[config.mk]
export PLATFORM = sky130hd
export DESIGN_NAME = intadd
export DESIGN_NICKNAME = d
export VERILOG_FILES = /design/src/rtl/intadd.sv
export SDC_FILE = /design/constraint.sdc
export NUM_CORES = 2
export LEC_CHECK = 0
export BUFFER_PORTS_ARGS = -buffer_cell sky130_fd_sc_hd__buf_2
export CAP_MARGIN = 20
export CORE_UTILIZATION = 35
export CTS_CLUSTER_DIAMETER = 50
export DETAILED_ROUTE_END_ITERATION = 6
export GPL_ROUTABILITY_DRIVEN = 0
export GPL_TIMING_DRIVEN = 0
export RECOVER_POWER = 25
export SYNTH_ARGS = -nofsm -noshare
export SYNTH_HDL_FRONTEND = slang
export SYNTH_SLANG_ARGS = --single-unit
export TNS_END_PERCENT = 30
[constraint.sdc]
create_clock -name clk -period 11.3 [get_ports clk]
set_input_delay 2.26 -clock clk [delete_from_list [all_inputs] [get_ports clk]]
set_output_delay 2.26 -clock clk [all_outputs]
set_load 0.05 [all_outputs]
[src/rtl/intadd.sv]
// Packed-lane integer adder with a one-cycle registered result.
//
// Two lane modes are selected by the precision fields of the micro-instruction:
//   32-bit mode : four 32-bit lanes, dst_reg0 = src_reg0 + src_reg1, dst_reg1 = 0.
//   8/4-bit mode: sixteen byte lanes of src_reg0 + src_reg1 + src_reg2 into dst_reg0
//                 and thirty-two nibble lanes of the same three sources into dst_reg1.
// Any other precision combination is a no-op. Sums wrap silently; per-lane overflow
// (carry-out for unsigned lanes, two's-complement overflow for signed lanes) goes to st.
//
// Ports:
//   clk        - clock, all state updates on the rising edge
//   rst_n      - synchronous reset, ACTIVE HIGH despite the name (1 = clear)
//   src_reg0-2 - 128-bit operand registers
//   cru_intadd - micro-instruction {inst_valid, prec_s0[1:0], prec_s1[1:0], prec_s2[1:0],
//                sign_s0, sign_s1, sign_s2, update_st}
//   dst_reg0   - primary result (32-bit lanes or byte lanes)
//   dst_reg1   - secondary result (nibble lanes, zero in 32-bit mode)
//   st         - per-lane overflow status

module intadd (
  input  logic         clk,
  input  logic         rst_n,
  input  logic [127:0] src_reg0,
  input  logic [127:0] src_reg1,
  input  logic [127:0] src_reg2,
  input  logic [10:0]  cru_intadd,
  output logic [127:0] dst_reg0,
  output logic [127:0] dst_reg1,
  output logic [127:0] st
);

  // Micro-instruction fields
  logic       inst_valid;
  logic [1:0] precision_s0;
  logic [1:0] precision_s1;
  logic [1:0] precision_s2;
  logic       sign_s0;
  logic       sign_s1;
  logic       sign_s2;
  logic       update_st;

  assign inst_valid   = cru_intadd[10];
  assign precision_s0 = cru_intadd[9:8];
  assign precision_s1 = cru_intadd[7:6];
  assign precision_s2 = cru_intadd[5:4];
  assign sign_s0      = cru_intadd[3];
  assign sign_s1      = cru_intadd[2];
  assign sign_s2      = cru_intadd[1];
  assign update_st    = cru_intadd[0];

  // Mode decode
  logic mode_32;
  logic mode_84;
  logic mode_ok;

  assign mode_32 = (precision_s0 == 2'b11) && (precision_s1 == 2'b11) &&
                   (precision_s2 == 2'b11);
  assign mode_84 = (precision_s0 == 2'b00) && (precision_s1 == 2'b00) &&
                   (precision_s2 == 2'b00);
  assign mode_ok = mode_32 || mode_84;

  // Result formats: a lane is signed if any operand taking part in it is signed.
  logic signed_32;
  logic signed_84;

  assign signed_32 = sign_s0 | sign_s1;
  assign signed_84 = sign_s0 | sign_s1 | sign_s2;

  // Operand extension helpers. The extra headroom bits hold the exact sum of
  // all operands in any mix of signed and unsigned extension without wrapping.
  function automatic logic [34:0] ext32(input logic [31:0] v, input logic s);
    return {{3{s & v[31]}}, v};
  endfunction

  function automatic logic [10:0] ext8(input logic [7:0] v, input logic s);
    return {{3{s & v[7]}}, v};
  endfunction

  function automatic logic [6:0] ext4(input logic [3:0] v, input logic s);
    return {{3{s & v[3]}}, v};
  endfunction

  // Overflow tests on the exact sums. Signed: the bits from the lane's sign bit
  // upward must all agree. Unsigned: everything above the lane must be zero.
  function automatic logic ovf32(input logic [34:0] sum, input logic sgn);
    if (sgn) begin
      return !((sum[34:31] == 4'h0) || (sum[34:31] == 4'hF));
    end
    return (sum[34:32] != 3'b000);
  endfunction

  function automatic logic ovf8(input logic [10:0] sum, input logic sgn);
    if (sgn) begin
      return !((sum[10:7] == 4'h0) || (sum[10:7] == 4'hF));
    end
    return (sum[10:8] != 3'b000);
  endfunction

  function automatic logic ovf4(input logic [6:0] sum, input logic sgn);
    if (sgn) begin
      return !((sum[6:3] == 4'h0) || (sum[6:3] == 4'hF));
    end
    return (sum[6:4] != 3'b000);
  endfunction

  // 32-bit lanes
  logic [127:0] res_32;
  logic [127:0] st_32;

  always_comb begin
    logic [34:0] sum;
    res_32 = '0;
    st_32  = '0;
    sum    = '0;
    for (int i = 0; i < 4; i++) begin
      sum = ext32(src_reg0[32*i +: 32], sign_s0) + ext32(src_reg1[32*i +: 32], sign_s1);
      res_32[32*i +: 32] = sum[31:0];
      st_32[i]           = ovf32(sum, signed_32);
    end
  end

  // Byte lanes into dst_reg0, nibble lanes into dst_reg1
  logic [127:0] res_8;
  logic [127:0] res_4;
  logic [127:0] st_84;

  always_comb begin
    logic [10:0] sum8;
    logic [6:0]  sum4;
    res_8 = '0;
    res_4 = '0;
    st_84 = '0;
    sum8  = '0;
    sum4  = '0;
    for (int i = 0; i < 16; i++) begin
      sum8 = ext8(src_reg0[8*i +: 8], sign_s0) + ext8(src_reg1[8*i +: 8], sign_s1) +
             ext8(src_reg2[8*i +: 8], sign_s2);
      res_8[8*i +: 8] = sum8[7:0];
      st_84[i]        = ovf8(sum8, signed_84);
    end
    for (int j = 0; j < 32; j++) begin
      sum4 = ext4(src_reg0[4*j +: 4], sign_s0) + ext4(src_reg1[4*j +: 4], sign_s1) +
             ext4(src_reg2[4*j +: 4], sign_s2);
      res_4[4*j +: 4] = sum4[3:0];
      st_84[16 + j]   = ovf4(sum4, signed_84);
    end
  end

  // Output registers
  logic [127:0] dst0_q;
  logic [127:0] dst1_q;
  logic [127:0] st_q;

  // Reset wins over any instruction presented on the same edge.
  always_ff @(posedge clk) begin
    if (rst_n) begin
      dst0_q <= '0;
      dst1_q <= '0;
      st_q   <= '0;
    end else if (inst_valid && mode_ok) begin
      dst0_q <= mode_32 ? res_32 : res_8;
      dst1_q <= mode_32 ? '0 : res_4;
      if (update_st) begin
        st_q <= mode_32 ? st_32 : st_84;
      end
    end
  end

  assign dst_reg0 = dst0_q;
  assign dst_reg1 = dst1_q;
  assign st       = st_q;

endmodule

* Word level (Yosys, flattened, before mapping)
Cells that the tools add are included.
** Storage, ports and cells
- Register bits after elaboration :: 384
- Input port bits :: 397
- Output and inout port bits :: 384
- Word-level logic and storage cells :: 583
** Cells by class
- Add/sub/neg operators :: 100
- Eq/ne operators :: 55
- Muxes and demuxes :: 109
- Bitwise logic cells :: 98
- Reductions and logical operators :: 218
** Operators with widths (count)
- two-way mux 128 bit :: 2
- adder 6 x 5 -> 7 bit :: 32
- == test 4 bit (second input constant) :: 52
- logical NOT 4 bit :: 52
- adder 5 x 5 -> 6 bit :: 32
- adder 10 x 9 -> 11 bit :: 16
- adder 9 x 9 -> 10 bit :: 16
- nonzero test 3 bit :: 52
- adder 33 x 33 -> 34 bit :: 4
- two-way mux 1 bit :: 106
- bitwise AND 1 bit :: 96
- logical OR 1 bit :: 53
- logical NOT 1 bit :: 52
- two-way mux 48 bit :: 1
- == test 2 bit (second input constant) :: 3
- logical NOT 2 bit :: 3
- logical AND 1 bit :: 5
- OR 1 bit :: 2
- AND reduction 2 bit :: 1

* Depth between registers and ports, before layout
- Depth in word-level cells :: 9
- Gate-level depth with buffers :: 14
- Depth with buffers taken out :: 14

* Worst setup path before layout
OpenSTA, ideal clock, no wires.
- Path kind :: input-to-reg
- Start :: input port src_reg0[105]
- End :: register st_q[13], in the netlist st[13]
- Setup time :: 0.117 ns
- Data arrival time :: 5.318 ns
- Required time :: 11.183 ns
- Path slack :: 5.865 ns
- Stages :: 13
- Path buffers :: 0
- Cells stage by stage :: fa_1 -> ha_1 -> fa_1 -> a21o_1 -> a21oi_1 -> o21ai_0 -> xor2_1 -> and2_1 -> or2_2 -> or3b_2 -> mux2i_1 -> mux2i_1 -> a22o_1
** On the way
- Cells in the longest elaborated chain, start to end :: 8
- Elaborated cells between the ends (all ways) :: 10
- Those cells by class :: add/sub: 2; eq/ne: 1; mux: 3; reduce/logical: 4
** RTL lines
- from (decl) :: line 23 : input logic [127:0] src_reg0,
- adder 9 x 9 -> 10 bit * :: line 136 : sum8 = ext8(src_reg0[8*i +: 8], sign_s0) + ext8(src_reg1[8*i +: 8], sign_s1) +
- adder 10 x 9 -> 11 bit * :: line 136
- == test 4 bit or logical NOT 4 bit (tied branches) :: line 94 : return !((sum[10:7] == 4'h0) || (sum[10:7] == 4'hF));
- logical OR 1 bit :: line 94
- logical NOT 1 bit :: line 94
- two-way mux 1 bit :: line 93 : if (sgn) begin
- two-way mux 1 bit * :: line 96 : return (sum[10:8] != 3'b000);
- two-way mux 48 bit * :: line 164 : st_q <= mode_32 ? st_32 : st_84;
- to (signal assigned) :: line 164
- to (decl) :: line 152 : logic [127:0] st_q;
Mark *: on every way between the ends. The rest lies on a longest branch, timed or not. The select of a mux whose other input is x is not followed.
A chain may end at the register's enable or synchronous reset.

* Worst setup path after layout
- Start :: input port cru_intadd[1]
- End :: register st_q[2], in the netlist st[2]
** On the way
- Cells in the longest elaborated chain, start to end :: 8
- Elaborated cells between the ends (all ways) :: 12
- Those cells by class :: add/sub: 1; eq/ne: 1; mux: 4; bitwise: 2; reduce/logical: 4
** RTL lines
- from (decl) :: line 26 : input logic [10:0] cru_intadd,
- bitwise AND 1 bit :: line 76 : return {{3{s & v[7]}}, v};
- adder 10 x 9 -> 11 bit :: line 136
- == test 4 bit or logical NOT 4 bit (tied branches) :: line 94
- logical OR 1 bit :: line 94
- logical NOT 1 bit :: line 94
- two-way mux 1 bit :: line 93
- two-way mux 1 bit * :: line 96
- two-way mux 48 bit * :: line 164
Marked as above.

==> flow_summary.yaml <==
worst_setup_path:
  path_cells: "buf_2 > clkbuf_1 > and2_1 > fa_1 > ha_1 > nand3_1 > o311ai_1 > xor2_1 > nand3_1 > or3_1 > a31oi_1 > or3b_1 > a211oi_1 > nor3b_1"
  reg2regPathDepth: 4
  critical_path_arrival_ns: 6.83
  crit_fanout: 10
  cpPeakStageDelay_ns: 0.76
  cpMostUsedCell: "nand3_1"
  crit_end: "st[2]"
  r2r_end: "st[9]"
  cp_slowest_cell: "clkbuf_1"
  path_class: "in2reg"
  crit_start: "cru_intadd[1]"
  worst_setup_path_end_kind: "register"
  regToRegSetupSlack_ns: 10.14
  worstPathRequired_ns: 11.81
  critPathLaunchType: "input port"
  timing.rr.start: "st[9]"
routing:
  drt-pass1-iter-count: 6
  routed_wl_um: 155000
  route.vias.total: 33230
  drt-wirelength-per-cell_um: 25.99
  drt-initial-drc-count: 2906
  drc_errors: 0
  viasPerCell: 5.570
  postRouteAntennaNets: 0
finish:
  utilization: 0.4504
  regArea_mm2: 0.006086
  final_cell_count_no_fill: 5965
  fillers: 8967
  area_growth_pct: 26.58
  drive_gt1_frac: 0.1760
  multi_input_area_mm2: 0.02365
  nNetsFinal: 5648
  stdcell_area_mm2: 0.03938
clocking:
  cts_root_buf: "clkbuf_16"
  insertion_delay_ns: 0.63
  cts_max_level: 3
  ctsHoldBuffers: 0
  numCtsBuffers: 67
  clk_pin_slew_worst_paths_ns: 0.05
  clkSinkCount: 304
  cts_tree: "done"
  cts_resized: 0
  postCtsSetupBuffers: 0
  clk_path_buf_depth: 3
grt:
  grt_pass1_vias: 31880
  grt_max_degree: 12
  grt_pass1_wl_um: 216800
  antenna_found_initial: 14
  grt_overflow_total: 0
  track_usage: 0.3339
logic_synthesis:
  yosys_register_bits: 304
  yosysMostFrequentCell: "nand2_1"
  ys_seq_area_frac: 0.1956
  synth.area.top_cells: "dfxtp_1 (20%), fa_1 (13%), ha_1 (12%), nand2_1 (5.8%), a21oi_1 (5.6%)"
  synthTopCellsByCount: "nand2_1 (480), a21oi_1 (346), nor2_1 (346)"
  synth_top_area_cell: "dfxtp_1"
  synth_warnings: 0
  netlist_area_mm2: 0.03111
  synth-edff-count: 0
  ys_types: 90
  avgSynthCellArea_um2: 8.065
  synthCells: 3857
  synth_top_area_frac: 0.1956
  ys_async_sr_fraction: 0
  synth_ff_type: "dfxtp_1"
timing:
  fin_setup_tns_ns: 0
  max_slew_margin: 0.1726
  period_share: 0.5596
  clock_skew_ns: 0
  report.final.slew_viol_count: 0
  max_freq_ghz: 0.1582
  tightest_slew_ns: 1.241
  period_needed_ns: 6.323
  setup_viol: 0
  final_hold_viol_count: 0
  rsz0062_at_grt: "false"
run_status:
  outcome: "finished, final reports clean"
place:
  dp_hpwl_um: 125300
  dpl_cell_area_mm2: 0.03709
  dp_cells: 5832
  io_buffers: 700
job:
  cap_violations: 0
floorplan:
  start_util: 0.3558
  die_h_um: 300.1
  num_rows: 108
  num_io_pins: 781
  die_area_mm2: 0.09008
  core-area_mm2: 0.08743
  dieWidth_um: 300.1
hold_path:
  min_path_type: "reg2reg"
power_and_ir_drop:
  ir_worst_vdd_v: 0.00009967
  cellLeakagePower_nw: 17.61
  finalPower_mw: 5.534
  power_per_cell_area_mw_per_mm2: 140.6
-- power by group --
part	switching, mW	internal [mW]
Clock	0.770	1.43
Sequential	0.00582	1.08
Combinational	1.36	0.888
-- area by class of cell --
| type | instances | share of cell area |
|---|---|---|
| antenna | 8 | 0.0005084 |
| buffer | 244 | 0.03209 |
| clock buffer | 78 | 0.04550 |
| clock inverter | 46 | 0.01643 |
| inverter | 114 | 0.01087 |
| multi-input combinational | 3274 | 0.6007 |
| sequential | 304 | 0.1546 |
| tap | 1155 | 0.03670 |
| timing repair buffer | 742 | 0.1027 |
-- worst min-delay path by stage --
stage,from,endpoint,cells past startpoint
2_1_floorplan,dst_reg0[22],dst_reg0[22],2
6_report,dst_reg1[67],dst_reg1[67],2
4_1_cts,dst_reg1[120],dst_reg1[120],2
5_1_grt,dst_reg1[2],dst_reg1[2],2
3_3_place_gp,dst_reg0[22],dst_reg0[22],2
3_5_place_dp,dst_reg1[120],dst_reg1[120],2
-- metal layers --
metal | wire, µm | vias up | global-route usage
met5 | 0 | - | 0
met4 | 7525 | 0 | 0.1518
met3 | 14780 | 311 | 0.07717
met2 | 70770 | 1615 | 0.5450
met1 | 61930 | 15950 | 0.4167
li1 | - | 15350 | -
-- stage by stage --
step | setup WS (ns) | hold slack (ns)
after floorplan | 5.865 | 0.6710
after global placement | 3.742 | 0.4375
after detailed placement | 4.294 | 0.4447
after CTS | 4.959 | 0.4509
after global routing | 4.709 | 0.4672
final | 4.977 | 0.4516
-- registers in the layout, summed over array words and instances, names as in the netlist --
signal,cells
st,48
dst_reg1,128
dst_reg0,128
-- worst max-delay path, delay by kind of cell --
kind                     cells  cell delay [ns]
AND/OR/NAND/NOR              6             1.23
AO/OA/AOI/OAI                3             1.15
buffers and inverters        2             1.07
adder cells (fa/ha/maj)      2             0.85
XOR/XNOR                     1             0.23
-- logic make-up after synthesis --
kind of cell,synth area share
and+or+nand+nor,0.1958
xor gates and xnor gates,0.07996
DFF,0.1956
adders and majority gates,0.2500
muxes,0.005510
AOI/OAI and AO/OA,0.2193
buffers and inverters,0.05366
other,0.0001206
-- cells in the final DEF (no fill, tap or decap), types with 32 or more instances in the layout --
cell type,Yosys,final
buf_2,1,551
nand2_1,480,480
a21oi_1,346,346
nor2_1,346,345
ha_1,308,308
dfxtp_1,304,304
clkbuf_1,152,294
fa_1,196,196
xnor2_1,173,173
a21o_1,156,156
nand3_1,139,139
a31oi_1,116,116
inv_1,114,114
o21ai_0,114,114
xor2_1,111,111
and2_1,96,96
buf_4,80,80
conb_1,1,80
clkbuf_16,0,70
nor3_1,62,62
nor2b_1,54,54
a211oi_1,50,50
o21bai_1,34,34
a32oi_1,32,32
a22oi_1,32,32
No activity file was read; power rests on OpenSTA's default activity.
